## config.mk

```make
export PLATFORM = sky130hd
export DESIGN_NAME = clint_timer
export DESIGN_NICKNAME = d
export VERILOG_FILES = /design/src/rtl/clint_timer.sv
export SDC_FILE = /design/constraint.sdc
export NUM_CORES = 1
export LEC_CHECK = 0
export CAP_MARGIN = 20
export CORE_MARGIN = 3
export CORE_UTILIZATION = 45
export DETAILED_ROUTE_END_ITERATION = 10
export PLACE_DENSITY = 0.68
export SYNTH_ARGS = -nofsm -noshare
export SYNTH_HDL_FRONTEND = slang
export SYNTH_SLANG_ARGS = --single-unit
```

## constraint.sdc

```tcl
create_clock -name clk_i -period 2.5 [get_ports clk_i]
set_clock_uncertainty 0.1 [all_clocks]
set_input_delay 0.625 -clock clk_i [delete_from_list [all_inputs] [get_ports clk_i]]
set_output_delay 0.625 -clock clk_i [all_outputs]
set_load 0.01 [all_outputs]
```

## src/rtl/clint_timer.sv

```systemverilog
// clint_timer: machine-mode core-local interruptor for one hart.
//
// Holds the 64-bit mtime counter, the 64-bit mtimecmp compare value and the
// msip software-interrupt bit. It sits behind a Wishbone B4 classic slave port
// and drives the core's timer and software interrupt inputs directly.
//
// Ports:
//   clk_i        clock
//   rst_i        synchronous active-high reset
//   wbs_addr_i   byte address; bits [31:16] select the region, [15:0] the register
//   wbs_dat_i    write data
//   wbs_sel_i    byte enables for writes
//   wbs_we_i     write enable
//   wbs_cyc_i    bus cycle
//   wbs_stb_i    strobe
//   wbs_dat_o    read data, valid with wbs_ack_o, 0 otherwise
//   wbs_ack_o    transfer acknowledge
//   wbs_err_o    error for unmapped or misaligned accesses
//   xint_mtip_o  machine timer interrupt pending (mtime >= mtimecmp)
//   xint_msip_o  machine software interrupt pending (copy of msip)
//
// Register map (offset = wbs_addr_i[15:0]):
//   0x0000 msip (bit 0 only), 0x4000/0x4004 mtimecmp lo/hi,
//   0xBFF8/0xBFFC mtime lo/hi.
//
// Build option: define CLINT_PRESCALER_EN to make mtime advance once every
// PRESCALE clock cycles instead of every cycle.
//
// Handshake: a request is seen in any cycle where cyc & stb are high and no
// response is currently being driven. Exactly one of ack/err is raised for one
// cycle in the following cycle. Because the response itself masks the request,
// a strobe held high is answered every other cycle.

module clint_timer #(
  parameter logic [31:0] BASE_ADDR = 32'h0200_0000,
  parameter int unsigned PRESCALE  = 1
) (
  input  logic        clk_i,
  input  logic        rst_i,
  input  logic [31:0] wbs_addr_i,
  input  logic [31:0] wbs_dat_i,
  input  logic [3:0]  wbs_sel_i,
  input  logic        wbs_we_i,
  input  logic        wbs_cyc_i,
  input  logic        wbs_stb_i,
  output logic [31:0] wbs_dat_o,
  output logic        wbs_ack_o,
  output logic        wbs_err_o,
  output logic        xint_mtip_o,
  output logic        xint_msip_o
);

  localparam logic [15:0] OFS_MSIP   = 16'h0000;
  localparam logic [15:0] OFS_CMP_LO = 16'h4000;
  localparam logic [15:0] OFS_CMP_HI = 16'h4004;
  localparam logic [15:0] OFS_MT_LO  = 16'hBFF8;
  localparam logic [15:0] OFS_MT_HI  = 16'hBFFC;

  logic [63:0] mtime;
  logic [63:0] mtimecmp;
  logic        msip;

  // ---------------------------------------------------------------------------
  // Request decode
  // ---------------------------------------------------------------------------
  logic        req;
  logic [15:0] offset;
  logic        region_hit;
  logic        aligned;
  logic        hit_msip, hit_cmp_lo, hit_cmp_hi, hit_mt_lo, hit_mt_hi;
  logic        addr_ok;
  logic        wr_en;

  assign req        = wbs_cyc_i & wbs_stb_i & ~wbs_ack_o & ~wbs_err_o;
  assign offset     = wbs_addr_i[15:0];
  assign region_hit = (wbs_addr_i[31:16] == BASE_ADDR[31:16]);
  assign aligned    = (wbs_addr_i[1:0] == 2'b00);

  assign hit_msip   = (offset == OFS_MSIP);
  assign hit_cmp_lo = (offset == OFS_CMP_LO);
  assign hit_cmp_hi = (offset == OFS_CMP_HI);
  assign hit_mt_lo  = (offset == OFS_MT_LO);
  assign hit_mt_hi  = (offset == OFS_MT_HI);

  assign addr_ok = region_hit & aligned &
                   (hit_msip | hit_cmp_lo | hit_cmp_hi | hit_mt_lo | hit_mt_hi);
  assign wr_en   = req & wbs_we_i & addr_ok;

  // Byte-lane merge: each enabled lane takes the new byte, others keep the old.
  function automatic logic [31:0] byte_merge(input logic [31:0] old_w,
                                             input logic [31:0] new_w,
                                             input logic [3:0]  sel);
    logic [31:0] res;
    res = old_w;
    for (int i = 0; i < 4; i++) begin
      if (sel[i]) res[8*i +: 8] = new_w[8*i +: 8];
    end
    return res;
  endfunction

  // ---------------------------------------------------------------------------
  // Read mux (values as they stand during the request cycle)
  // ---------------------------------------------------------------------------
  logic [31:0] rdata;

  always_comb begin
    rdata = 32'h0;
    if (hit_msip)   rdata = {31'h0, msip};
    if (hit_cmp_lo) rdata = mtimecmp[31:0];
    if (hit_cmp_hi) rdata = mtimecmp[63:32];
    if (hit_mt_lo)  rdata = mtime[31:0];
    if (hit_mt_hi)  rdata = mtime[63:32];
  end

  // ---------------------------------------------------------------------------
  // mtime tick enable
  // ---------------------------------------------------------------------------
  logic tick;

`ifdef CLINT_PRESCALER_EN
  localparam logic [15:0] PRESCALE_LAST = 16'(PRESCALE - 1);

  logic [15:0] tick_cnt;

  // Free-running divider; mtime writes deliberately do not restart it.
  assign tick = (tick_cnt == PRESCALE_LAST);

  always_ff @(posedge clk_i) begin
    if (rst_i) begin
      tick_cnt <= 16'h0;
    end else if (tick) begin
      tick_cnt <= 16'h0;
    end else begin
      tick_cnt <= tick_cnt + 16'h1;
    end
  end
`else
  assign tick = 1'b1;
`endif

  // ---------------------------------------------------------------------------
  // Bus response
  // ---------------------------------------------------------------------------
  always_ff @(posedge clk_i) begin
    if (rst_i) begin
      wbs_ack_o <= 1'b0;
      wbs_err_o <= 1'b0;
      wbs_dat_o <= 32'h0;
    end else begin
      wbs_ack_o <= req & addr_ok;
      wbs_err_o <= req & ~addr_ok;
      wbs_dat_o <= (req & addr_ok & ~wbs_we_i) ? rdata : 32'h0;
    end
  end

  // ---------------------------------------------------------------------------
  // Registers
  // ---------------------------------------------------------------------------
  always_ff @(posedge clk_i) begin
    if (rst_i) begin
      msip     <= 1'b0;
      mtimecmp <= 64'hFFFF_FFFF_FFFF_FFFF;
    end else begin
      if (wr_en && hit_msip && wbs_sel_i[0]) msip <= wbs_dat_i[0];
      if (wr_en && hit_cmp_lo)
        mtimecmp[31:0]  <= byte_merge(mtimecmp[31:0], wbs_dat_i, wbs_sel_i);
      if (wr_en && hit_cmp_hi)
        mtimecmp[63:32] <= byte_merge(mtimecmp[63:32], wbs_dat_i, wbs_sel_i);
    end
  end

  // A write to either mtime word wins over the increment for that cycle: the
  // other word holds, and no carry is propagated.
  always_ff @(posedge clk_i) begin
    if (rst_i) begin
      mtime <= 64'h0;
    end else if (wr_en && hit_mt_lo) begin
      mtime[31:0]  <= byte_merge(mtime[31:0], wbs_dat_i, wbs_sel_i);
    end else if (wr_en && hit_mt_hi) begin
      mtime[63:32] <= byte_merge(mtime[63:32], wbs_dat_i, wbs_sel_i);
    end else if (tick) begin
      mtime <= mtime + 64'h1;
    end
  end

  // ---------------------------------------------------------------------------
  // Interrupt outputs (registered, one cycle behind the registers)
  // ---------------------------------------------------------------------------
  always_ff @(posedge clk_i) begin
    if (rst_i) begin
      xint_mtip_o <= 1'b0;
      xint_msip_o <= 1'b0;
    end else begin
      xint_mtip_o <= (mtime >= mtimecmp);
      xint_msip_o <= msip;
    end
  end

endmodule

```

Word-level counts from Yosys, hierarchy flattened
Cells that the tools add are included.
Widths: inputs -> output; s select.
{"block": "totals", "register_bits": 165, "out_inout_bits": 36, "elab_cells": 95}
{"block": "classes", "n_addsub": 1, "n_lt_le_gt_ge": 1, "n_eq_ne": 14, "mux": 12, "bitwise_logic": 20, "n_reduce_logical": 25}
{"cell": "$mux 32", "n": 7}
{"cell": "$add 64x1->64 const B", "n": 1}
{"cell": "$ge 64x64->1", "n": 1}
{"cell": "$eq 16x15->1 const B", "n": 2}
{"cell": "$eq 16x16->1 const B", "n": 2}
{"cell": "$mux 8", "n": 4}
{"cell": "$reduce_and 2->1", "n": 16}
{"cell": "$ne 2x2->1 const B", "n": 9}
{"cell": "$eq 16x10->1 const B", "n": 1}
{"cell": "$logic_not 16->1", "n": 1}
{"cell": "$and 1x1->1", "n": 10}
{"cell": "$logic_and 1x1->1", "n": 6}
{"cell": "$not 1->1", "n": 6}
{"cell": "$or 1x1->1", "n": 4}
{"cell": "$logic_not 2->1", "n": 1}
{"cell": "$reduce_or 2->1", "n": 1}
{"cell": "$mux 1", "n": 1}

Depth between registers and ports, before layout
Gate-level depths: netlist of the first run.
{"block": "depth", "word_depth": 10, "depth_mapped": 9, "depth_no_buf": 8}

Least setup slack after synthesis of the first run
Ideal clock, no wire load.
{"block": "synth_path", "path_type": "in2reg", "from": "in wbs_addr_i[14]", "to": "reg mtime[29]", "arrival_ns": 2.389, "required_time_ns": 2.260, "slack_ns": -0.129, "path_stages": 9, "path_buffers": 3, "cell_sequence": "nand4b_1 or4_1 buf_4 nor4_4 buf_4 buf_4 a41oi_1 o211ai_1 o21ai_0"}
{"block": "synth_between", "elab_chain_len": 10, "elab_cells_between_ends": 17}
{"element": "start, declared", "line": "40", "source": "input logic [31:0] wbs_addr_i,"}
{"element": "$eq 16x15->1 or $logic_not 16->1 (tied branches)", "line": "80, 79"}
{"element": "$or 1x1->1 (4 in a row)", "line": "86", "source": "(hit_msip | hit_cmp_lo | hit_cmp_hi | hit_mt_lo | hit_mt_hi);"}
{"element": "$and 1x1->1", "line": "85", "source": "assign addr_ok = region_hit & aligned &"}
{"element": "$and 1x1->1", "line": "87", "source": "assign wr_en = req & wbs_we_i & addr_ok;"}
{"element": "$logic_and 1x1->1 (on tied branches)", "line": "177, 179"}
{"element": "$ne 2x2->1 (no line)"}
{"element": "$reduce_and 2->1 (no line)"}
{"element": "end signal, assigned", "line": "178", "source": "mtime[31:0] <= byte_merge(mtime[31:0], wbs_dat_i, wbs_sel_i);"}
{"element": "end signal, assigned", "line": "182", "source": "mtime <= mtime + 64'h1;"}
{"element": "end, declared", "line": "59", "source": "logic [63:0] mtime;"}
Several ways; a longest one is shown, not always the timed one.
A chain may end at the register's enable or synchronous reset.

Worst setup path in the final report of the first run
{"block": "layout_path", "from": "in wbs_addr_i[0]", "to": "reg mtime[7]"}
Same word-level chain as after synthesis.

==> impl_table.tex, run 1 <==
\begin{tabular}{lr}
\hline
Metric & Value \\
\hline
\multicolumn{2}{l}{\textbf{GRT}} \\
\quad Maximum number of pins on one net before global-route repair & 74 \\
\quad Initial antenna violation count & 0 \\
\quad Total global routing track utilization & 30.44\% \\
\quad Overflow left after global routing & 0 \\
\quad First-pass GRT wire length & 59.99 mm \\
\quad Via count of the first global-routing pass & 11040 \\
\multicolumn{2}{l}{\textbf{Layout}} \\
\quad Layout filler cell count & 2006 \\
\quad Sequential cell area & 3307 um\^{}2 \\
\quad Fraction of final layout cells sized beyond drive strength 1 & 18.69\% \\
\quad Commonest non-fill, non-tap cells in the layout & 172 x sky130\_fd\_sc\_hd\_\_buf\_4, 170 x sky130\_fd\_sc\_hd\_\_nor2\_1, 162 x sky130\_fd\_sc\_hd\_\_dfxtp\_1 \\
\quad Synthesis-to-layout area growth & 35.01\% \\
\quad Most common cell after layout, fill and taps aside & sky130\_fd\_sc\_hd\_\_buf\_4 \\
\quad Diode insertion count for antenna repair & 0 \\
\quad Final \#Nets & 1693 \\
\quad Multi-input logic area & 6700 um\^{}2 \\
\multicolumn{2}{l}{\textbf{Hold path}} \\
\quad Hold Path Stages & 1 \\
\quad Class of the most critical hold timing path & flop to flop \\
\multicolumn{2}{l}{\textbf{STA}} \\
\quad Final-report setup violation count & 0 \\
\quad Tightest Pin Transition & 0.7264 ns \\
\quad Relative slew margins & 51.06\% \\
\quad Hold\_ws & 0.4034 ns \\
\quad Number of failing hold endpoints at the final stage & 0 \\
\quad Max Freq & 410.3 MHz \\
\quad Share of the clock period used by the worst path after layout & 97.49\% \\
\quad Least setup slack across all paths after layout & 0.06273 ns \\
\quad Max-slew violation count & 0 \\
\quad Final min period & 2.437 ns \\
\multicolumn{2}{l}{\textbf{Critical path}} \\
\quad Most Frequent Cell on Critical Path & sky130\_fd\_sc\_hd\_\_buf\_4 \\
\quad Worst path arrival time & 2.66 ns \\
\quad Largest stage delay on the critical path & 0.45 ns \\
\quad Worst-path cell chain & clkdlybuf4s15\_1, nand4bb\_4, or4\_4, buf\_4, nor4\_4, buf\_4, buf\_6, nor4\_1, o21ai\_0, a21oi\_1 \\
\quad Kind of end point of the critical path & flop \\
\quad Required time at the worst-slack endpoint & 2.72 ns \\
\quad Number of cells on the worst reg-to-reg path & 6 \\
\quad Slowest-stage cell, CP & sky130\_fd\_sc\_hd\_\_or4\_4 \\
\quad Worst Path Class, Setup & input pin to flop \\
\quad Kind of start point of the critical path & input pin \\
\quad Largest fanout of any net on the critical path & 15 \\
\multicolumn{2}{l}{\textbf{Route}} \\
\quad Routed WL per cell & 21.15 um \\
\quad Post-route ant nets & 0 \\
\quad Detailed-route vias per instance & 6.240 \\
\quad Number of vias after detailed routing & 11560 \\
\quad Post-detailed-route DRC marker count & 0 \\
\quad Count of routing violations after the opening detailed-route iteration & 1327 \\
\quad Total wire length after detailed routing & 39.19 mm \\
\quad Detailed Routing Iterations Pass 1 & 8 \\
\multicolumn{2}{l}{\textbf{CTS}} \\
\quad Number of buffers added by the clock tree synthesis step & 17 \\
\quad Clock transition at the register clock pins on the worst setup and hold paths after CTS & 0.07 ns \\
\quad Worst-skew pair later-pin latency & 0.44 ns \\
\quad Root Buffer & sky130\_fd\_sc\_hd\_\_clkbuf\_16 \\
\quad Clock Path Buffers & 2 \\
\quad Number of H-tree levels & 4 \\
\quad CTS Sinks & 165 \\
\quad TritonCTS clock tree & done \\
\multicolumn{2}{l}{\textbf{Floorplanning}} \\
\quad Row count & 55 \\
\quad Die width & 158.2 um \\
\quad Effective utilization at floorplan & 45.92\% \\
\quad I/O pins & 109 \\
\quad Full die area & 25040 um\^{}2 \\
\quad Core box area & 22710 um\^{}2 \\
\quad Die height & 158.2 um \\
\multicolumn{2}{l}{\textbf{Synth}} \\
\quad Sequential element share of the synthesized area & 31.68\% \\
\quad Post-synthesis sequential element count & 165 \\
\quad Dominant synthesized flop cell & sky130\_fd\_sc\_hd\_\_dfxtp\_1 \\
\quad Number of flops mapped to enable cells by yosys & 0 \\
\quad Library cells used by synthesis & 78 \\
\quad Mean area per synthesized cell & 7.984 um\^{}2 \\
\quad Async set-reset flop share out of synthesis & 0\% \\
\quad Yosys warning count & 0 \\
\quad Mapped cell area & 10430 um\^{}2 \\
\quad Net count of the mapped netlist & 1444 \\
\quad Mapped Cells & 1306 \\
\multicolumn{2}{l}{\textbf{Placement}} \\
\quad Pre-CTS setup slack & -0.7733 ns \\
\quad Detailed-placement wirelength estimate & 28.81 mm \\
\quad Final estimated routing congestion in global placement & 0.9879 \\
\quad Count of input and output buffers & 108 \\
\multicolumn{2}{l}{\textbf{Run status}} \\
\quad Run status & finished clean \\
\multicolumn{2}{l}{\textbf{Pwr}} \\
\quad P per Cell Area & 419.5 nW/um\^{}2 \\
\quad Max rail drop VDD & 0.0004191 V \\
\quad Static leakage power & 6.354 nW \\
\multicolumn{2}{l}{\textbf{Job}} \\
\quad Number of violations of the max-capacitance limit & 0 \\
\hline
\end{tabular}
worst max-delay path: cells and delay by family:
kind	cells	cell delay, ns
AO/OA/AOI/OAI	2	0.31
buffers and inverters	4	0.76
AND/OR/NAND/NOR	4	0.96
cell families (layout without fill, tap and decap cells):
logic type,count (synthesis),after routing,synth area share [%]
simple gates,502,502,24.51
compound gates,315,315,20.63
flops,165,165,31.68
buf+inv,164,426,6.288
mux,92,92,8.843
fa+ha+maj,65,65,7.799
xor+xnor,3,3,0.2520
cells in the mapped netlist (all sizes together), types with 5 or more instances:
cell	count	area (um^2)
o32ai	19	173.9
ha	65	813.3
o21ai	64	320.3
a21o	9	67.56
nor4	25	198.9
a32oi	9	78.83
a31oi	10	62.56
buf	20	112.6
a221oi	5	43.79
dfxtp	165	3303
nor2	174	663.1
nand4	43	269.0
a21oi	88	440.4
and3	16	100.1
o31a	11	96.34
mux2i	91	910.9
o211ai	14	105.1
nor4b	5	43.79
nand3	45	225.2
or3	8	50.05
or4	5	41.29
inv	88	330.3
and4	21	183.9
o22a	11	96.34
a211oi	8	65.06
o22ai	13	81.33
and2	16	100.1
nor3	34	190.2
clkbuf	55	209.0
a222oi	19	190.2
nand2	90	337.8
area by class of cell:
class                      count  area share (%)
clock buffer                  18           3.119
clock inverter                14           1.360
inverter                      89           2.373
multi-input combinational    977           47.59
sequential                   165           23.49
tap                          285           2.533
timing repair buffer         305           19.53
metal layers:
layer  global-route usage [%]  vias up  wire length, um
li1                         -     5346                -
met1                    38.91     5464            15320
met2                    49.41      626            18170
met3                    5.604      126             3783
met4                    14.91        0             1911
met5                        0        -                0
power breakdown:
| group | internal (mW) | switching, mW | total (mW) |
|---|---|---|---|
| clock network | 1.63 | 1.25 | 2.88 |
| logic | 0.168 | 0.224 | 0.392 |
| registers | 2.63 | 0.00342 | 2.63 |
| total | 4.43 | 1.48 | 5.91 |
repair_timing:
item	CTS	global route
cloned	3	2
gates resized for setup	43	81
setup buffers	9	12
hold buffers	0	0
pin swaps	19	36
endpoints found under the setup margin	108	118
hold endpoints to repair	0	0
worst paths after layout:
check | startpoint | endpoint | slack [ns]
worst max-delay path | wbs_addr_i[0] | mtime[7]$_SDFFE_PP0P_ | 0.06
worst min-delay path | msip$_SDFFE_PP0P_ | xint_msip_o$_SDFF_PP0_ | 0.40
worst max register to register | mtime[24]$_SDFFE_PP0P_ | mtime[28]$_SDFFE_PP0P_ | 0.08
worst min register to register | msip$_SDFFE_PP0P_ | xint_msip_o$_SDFF_PP0_ | 0.40
per-stage QoR:
| stage | util (%) | instances | TNS [ns] | area [um^2] | power, mW |
|---|---|---|---|---|---|
| after floorplan | - | 1306 | -2.755 | 10460 | 2.828 |
| after global placement | 57.00 | 1799 | -78.07 | 12940 | 3.066 |
| after detailed placement | 57.00 | 1799 | -87.07 | 12940 | 3.070 |
| after CTS | 60.57 | 1843 | 0 | 13750 | 5.893 |
| after global routing | 61.99 | 1853 | -0.2893 | 14080 | 6.043 |
| final | 61.99 | 1853 | 0 | 14080 | 5.906 |
state kept, by name, summed over array words and instances (netlist names):
name	count
wbs_dat_o	32
xint_mtip_o	1
wbs_ack_o	1
xint_msip_o	1
mtimecmp	64
wbs_err_o	1
mtime	64
msip	1
Note: power is estimated with default switching activity, not from simulation.
==> run 2: changes to the inputs <==
--- a/config.mk
+++ b/config.mk
@@ -7,9 +7,11 @@
 export LEC_CHECK = 0
 export CAP_MARGIN = 20
 export CORE_MARGIN = 3
-export CORE_UTILIZATION = 45
+export CORE_UTILIZATION = 52
 export DETAILED_ROUTE_END_ITERATION = 10
-export PLACE_DENSITY = 0.68
+export PLACE_DENSITY = 0.77
+export RECOVER_POWER = 25
+export REMOVE_ABC_BUFFERS = 1
 export SYNTH_ARGS = -nofsm -noshare
 export SYNTH_HDL_FRONTEND = slang
 export SYNTH_SLANG_ARGS = --single-unit
==> run 2 against run 1 <==
  * The run now ends with negative setup slack left
  * Setup slack lost 0.090 ns
  * Fmax shrank 3.6%
  * Non-clock buffer count grew 22
  * Hold slack lost 0.013 ns
  * Cell area grew 1.6%
  * Cell count grew 0.11%
  * First-iteration DRC count grew 10%
  * Critical endpoint is now mtime[17]$_SDFFE_PP0P_
  * Critical path type is now flop to flop
  * Critical path depth shrank 1
  * Highest routed layer unchanged
  * Die area shrank 13%
  * Global-route usage grew 5.3 points
  * Wire length grew 3.9%
  * Largest power group unchanged
==> impl_table.tex, run 2 (synthesis results as in run 1) <==
\begin{tabular}{lr}
\hline
Metric & Value \\
\hline
\multicolumn{2}{l}{\textbf{Layout}} \\
\quad Final \#Nets & 1715 (+1.3\%) \\
\quad Final non-filler cell total & 1855 (+0.11\%) \\
\quad Multi-input logic area & 6694 um\^{}2 (about the same) \\
\quad Regs by FF count & mtime x64, mtimecmp x64, wbs\_dat\_o x32 \\
\quad Cell area after layout & 14300 um\^{}2 (+1.6\%) \\
\quad Diode insertion count for antenna repair & 0 (unchanged) \\
\quad Commonest non-fill, non-tap cells in the layout & 188 x sky130\_fd\_sc\_hd\_\_buf\_4, 170 x sky130\_fd\_sc\_hd\_\_nor2\_1, 164 x sky130\_fd\_sc\_hd\_\_dfxtp\_1 \\
\quad Most common cell after layout, fill and taps aside & sky130\_fd\_sc\_hd\_\_buf\_4 \\
\quad Sequential cell area & 3304 um\^{}2 (about the same) \\
\quad Layout filler cell count & 1493 (-26\%) \\
\quad Synthesis-to-layout area growth & 37.11\% \\
\quad Fraction of final layout cells sized beyond drive strength 1 & 18.87\% (+0.18 points) \\
\multicolumn{2}{l}{\textbf{STA}} \\
\quad Relative slew margins & 71.60\% (+21 points) \\
\quad Number of failing hold endpoints at the final stage & 0 (unchanged) \\
\quad Unrepaired setup endpoints after global routing & yes \\
\quad Max Freq & 395.6 MHz (-3.6\%) \\
\quad Tightest Pin Transition & 0.4215 ns (-0.3049 ns) \\
\quad Fin Setup TNS & -0.02767 ns (-0.02767 ns) \\
\quad Max-slew violation count & 0 (unchanged) \\
\quad Final-report setup violation count & 1 (+1) \\
\quad Share of the clock period used by the worst path after layout & 101.1\% (+3.6 points) \\
\quad Final min period & 2.528 ns (+0.09040 ns) \\
\quad Hold\_ws & 0.3908 ns (-0.01263 ns) \\
\quad Least setup slack across all paths after layout & -0.02767 ns (-0.09040 ns) \\
\multicolumn{2}{l}{\textbf{Route}} \\
\quad Routed WL per cell & 21.95 um (+3.8\%) \\
\quad Count of routing violations after the opening detailed-route iteration & 1460 (+10\%) \\
\quad Number of vias after detailed routing & 12020 (+3.9\%) \\
\quad Post-route ant nets & 0 (unchanged) \\
\quad Post-detailed-route DRC marker count & 0 (unchanged) \\
\quad Detailed Routing Iterations Pass 1 & 6 (-2) \\
\quad Total wire length after detailed routing & 40.71 mm (+3.9\%) \\
\quad Detailed-route vias per instance & 6.479 (+3.8\%) \\
\multicolumn{2}{l}{\textbf{Floorplanning}} \\
\quad Row count & 51 (-7.3\%) \\
\quad Effective utilization at floorplan & 53.23\% (+7.3 points) \\
\quad Full die area & 21790 um\^{}2 (-13\%) \\
\quad Die width & 147.6 um (-6.7\%) \\
\quad Die height & 147.6 um (-6.7\%) \\
\quad Core box area & 19590 um\^{}2 (-14\%) \\
\quad I/O pins & 109 (unchanged) \\
\multicolumn{2}{l}{\textbf{Critical path}} \\
\quad Largest stage delay on the critical path & 0.39 ns (-0.06 ns) \\
\quad Kind of start point of the critical path & flop \\
\quad Critical path's top delay family & simple AND/OR/NAND/NOR gates \\
\quad Worst path arrival time & 2.79 ns (+0.13 ns) \\
\quad Largest fanout of any net on the critical path & 5 (-10) \\
\quad Buffers \& Inverters on Critical Path & 3 (-1) \\
\quad Kind of end point of the critical path & flop \\
\quad Worst Path Class, Setup & flop to flop \\
\quad Slowest-stage cell, CP & sky130\_fd\_sc\_hd\_\_dfxtp\_1 \\
\quad Required time at the worst-slack endpoint & 2.76 ns (+0.04 ns) \\
\quad Worst-path cell chain & buf\_4, nand4\_1, nor4\_1, buf\_4, nand4\_1, buf\_4, o22ai\_1, a21oi\_1, nor3\_2 \\
\quad Most Frequent Cell on Critical Path & sky130\_fd\_sc\_hd\_\_buf\_4 \\
\multicolumn{2}{l}{\textbf{CTS}} \\
\quad Clock Path Buffers & 2 (unchanged) \\
\quad Clock transition at the register clock pins on the worst setup and hold paths after CTS & 0.07 ns (about the same) \\
\quad Number of H-tree levels & 4 (unchanged) \\
\quad Worst-skew pair later-pin latency & 0.45 ns (about the same) \\
\quad Root Buffer & sky130\_fd\_sc\_hd\_\_clkbuf\_16 \\
\quad CTS Sinks & 165 (unchanged) \\
\quad CTS hold repair buffers & 0 (unchanged) \\
\quad TritonCTS clock tree & done \\
\quad Number of buffers added by the clock tree synthesis step & 17 (unchanged) \\
\multicolumn{2}{l}{\textbf{Placement}} \\
\quad Count of input and output buffers & 108 (unchanged) \\
\quad Detailed-placement wirelength estimate & 29.07 mm (+0.90\%) \\
\quad Placed cell count & 1796 (-0.17\%) \\
\quad Final estimated routing congestion in global placement & 1.020 (+3.2\%) \\
\quad Instance area after placement & 13050 um\^{}2 (+0.80\%) \\
\multicolumn{2}{l}{\textbf{Pwr}} \\
\quad P per Cell Area & 406.2 nW/um\^{}2 (-3.2\%) \\
\quad Max rail drop VDD & 0.0004782 V (+14\%) \\
\quad Static leakage power & 6.490 nW (+2.1\%) \\
\multicolumn{2}{l}{\textbf{GRT}} \\
\quad Via count of the first global-routing pass & 11710 (+6.1\%) \\
\quad Initial antenna violation count & 0 (unchanged) \\
\quad First-pass GRT wire length & 62.07 mm (+3.5\%) \\
\quad Overflow left after global routing & 0 (unchanged) \\
\quad Maximum number of pins on one net before global-route repair & 33 (-55\%) \\
\quad Total global routing track utilization & 35.78\% (+5.3 points) \\
\multicolumn{2}{l}{\textbf{Job}} \\
\quad Number of violations of the max-capacitance limit & 0 (unchanged) \\
\multicolumn{2}{l}{\textbf{Run status}} \\
\quad Violations in the final reports & negative setup slack \\
\quad Run status & finished, violations left \\
\multicolumn{2}{l}{\textbf{Hold path}} \\
\quad Class of the most critical hold timing path & flop to flop \\
\hline
\end{tabular}
run 2: cell types whose count changed in the layout (fill, tap and decap cells not counted), moves of 3 or more:
cell,delta
sky130_fd_sc_hd__buf_6,-3
sky130_fd_sc_hd__dlygate4sd2_1,+8
sky130_fd_sc_hd__o21ai_1,+3
sky130_fd_sc_hd__buf_12,+5
sky130_fd_sc_hd__inv_6,-4
sky130_fd_sc_hd__buf_4,+16
sky130_fd_sc_hd__clkbuf_1,+3
sky130_fd_sc_hd__nand2_1,+3
sky130_fd_sc_hd__clkbuf_2,-8
run 2: cell type report:
type,count,area share (%)
clock buffers,21,3.220
well taps,265,2.319
clock inverters,11,1.050
repair buffers,327,21.14
flip-flops and latches,165,23.11
inverters,89,2.337
multi-input cells,977,46.82
run 2: per-stage QoR:
step                utilization [%]  worst slack (ns)  total power [mW]
floorplan                         -            -1.732             2.780
global placement              66.61           -0.6778             3.062
detailed placement            66.61           -0.7453             3.069
CTS                           71.23          0.001579             5.785
global route                  72.98          -0.09023             5.938
finish                        72.98          -0.02767             5.808
run 2: timing repair:
item / in CTS / in global routing
resized for setup: 45 / 64
pin swaps: 17 / 24
gates cloned: 4 / 3
endpoints found under the setup margin: 88 / 112
setup buffers: 12 / 10
run 2: layer usage:
layer  GRT usage (%)  vias to the layer above  wire length [um]
met5               0                        -                 0
met4           20.18                        0              2779
met3           7.112                      245              4215
met2           59.05                      814             18630
met1           43.74                     5566             15080
li1                -                     5393                 -
run 2: worst paths after layout:
check                              from  cells after the start  slack (ns)                      to
setup reg to reg  mtime[0]$_SDFFE_PP0P_                      9       -0.03  mtime[17]$_SDFFE_PP0P_
hold / removal        msip$_SDFFE_PP0P_                      1        0.39  xint_msip_o$_SDFF_PP0_
hold reg to reg       msip$_SDFFE_PP0P_                      1        0.39  xint_msip_o$_SDFF_PP0_
setup / recovery  mtime[0]$_SDFFE_PP0P_                      9       -0.03  mtime[17]$_SDFFE_PP0P_
run 2: where the power goes:
group	internal (mW)	switching [mW]
Clock	1.63	1.15
Combinational	0.171	0.223
Sequential	2.63	0.00476
Total	4.43	1.38
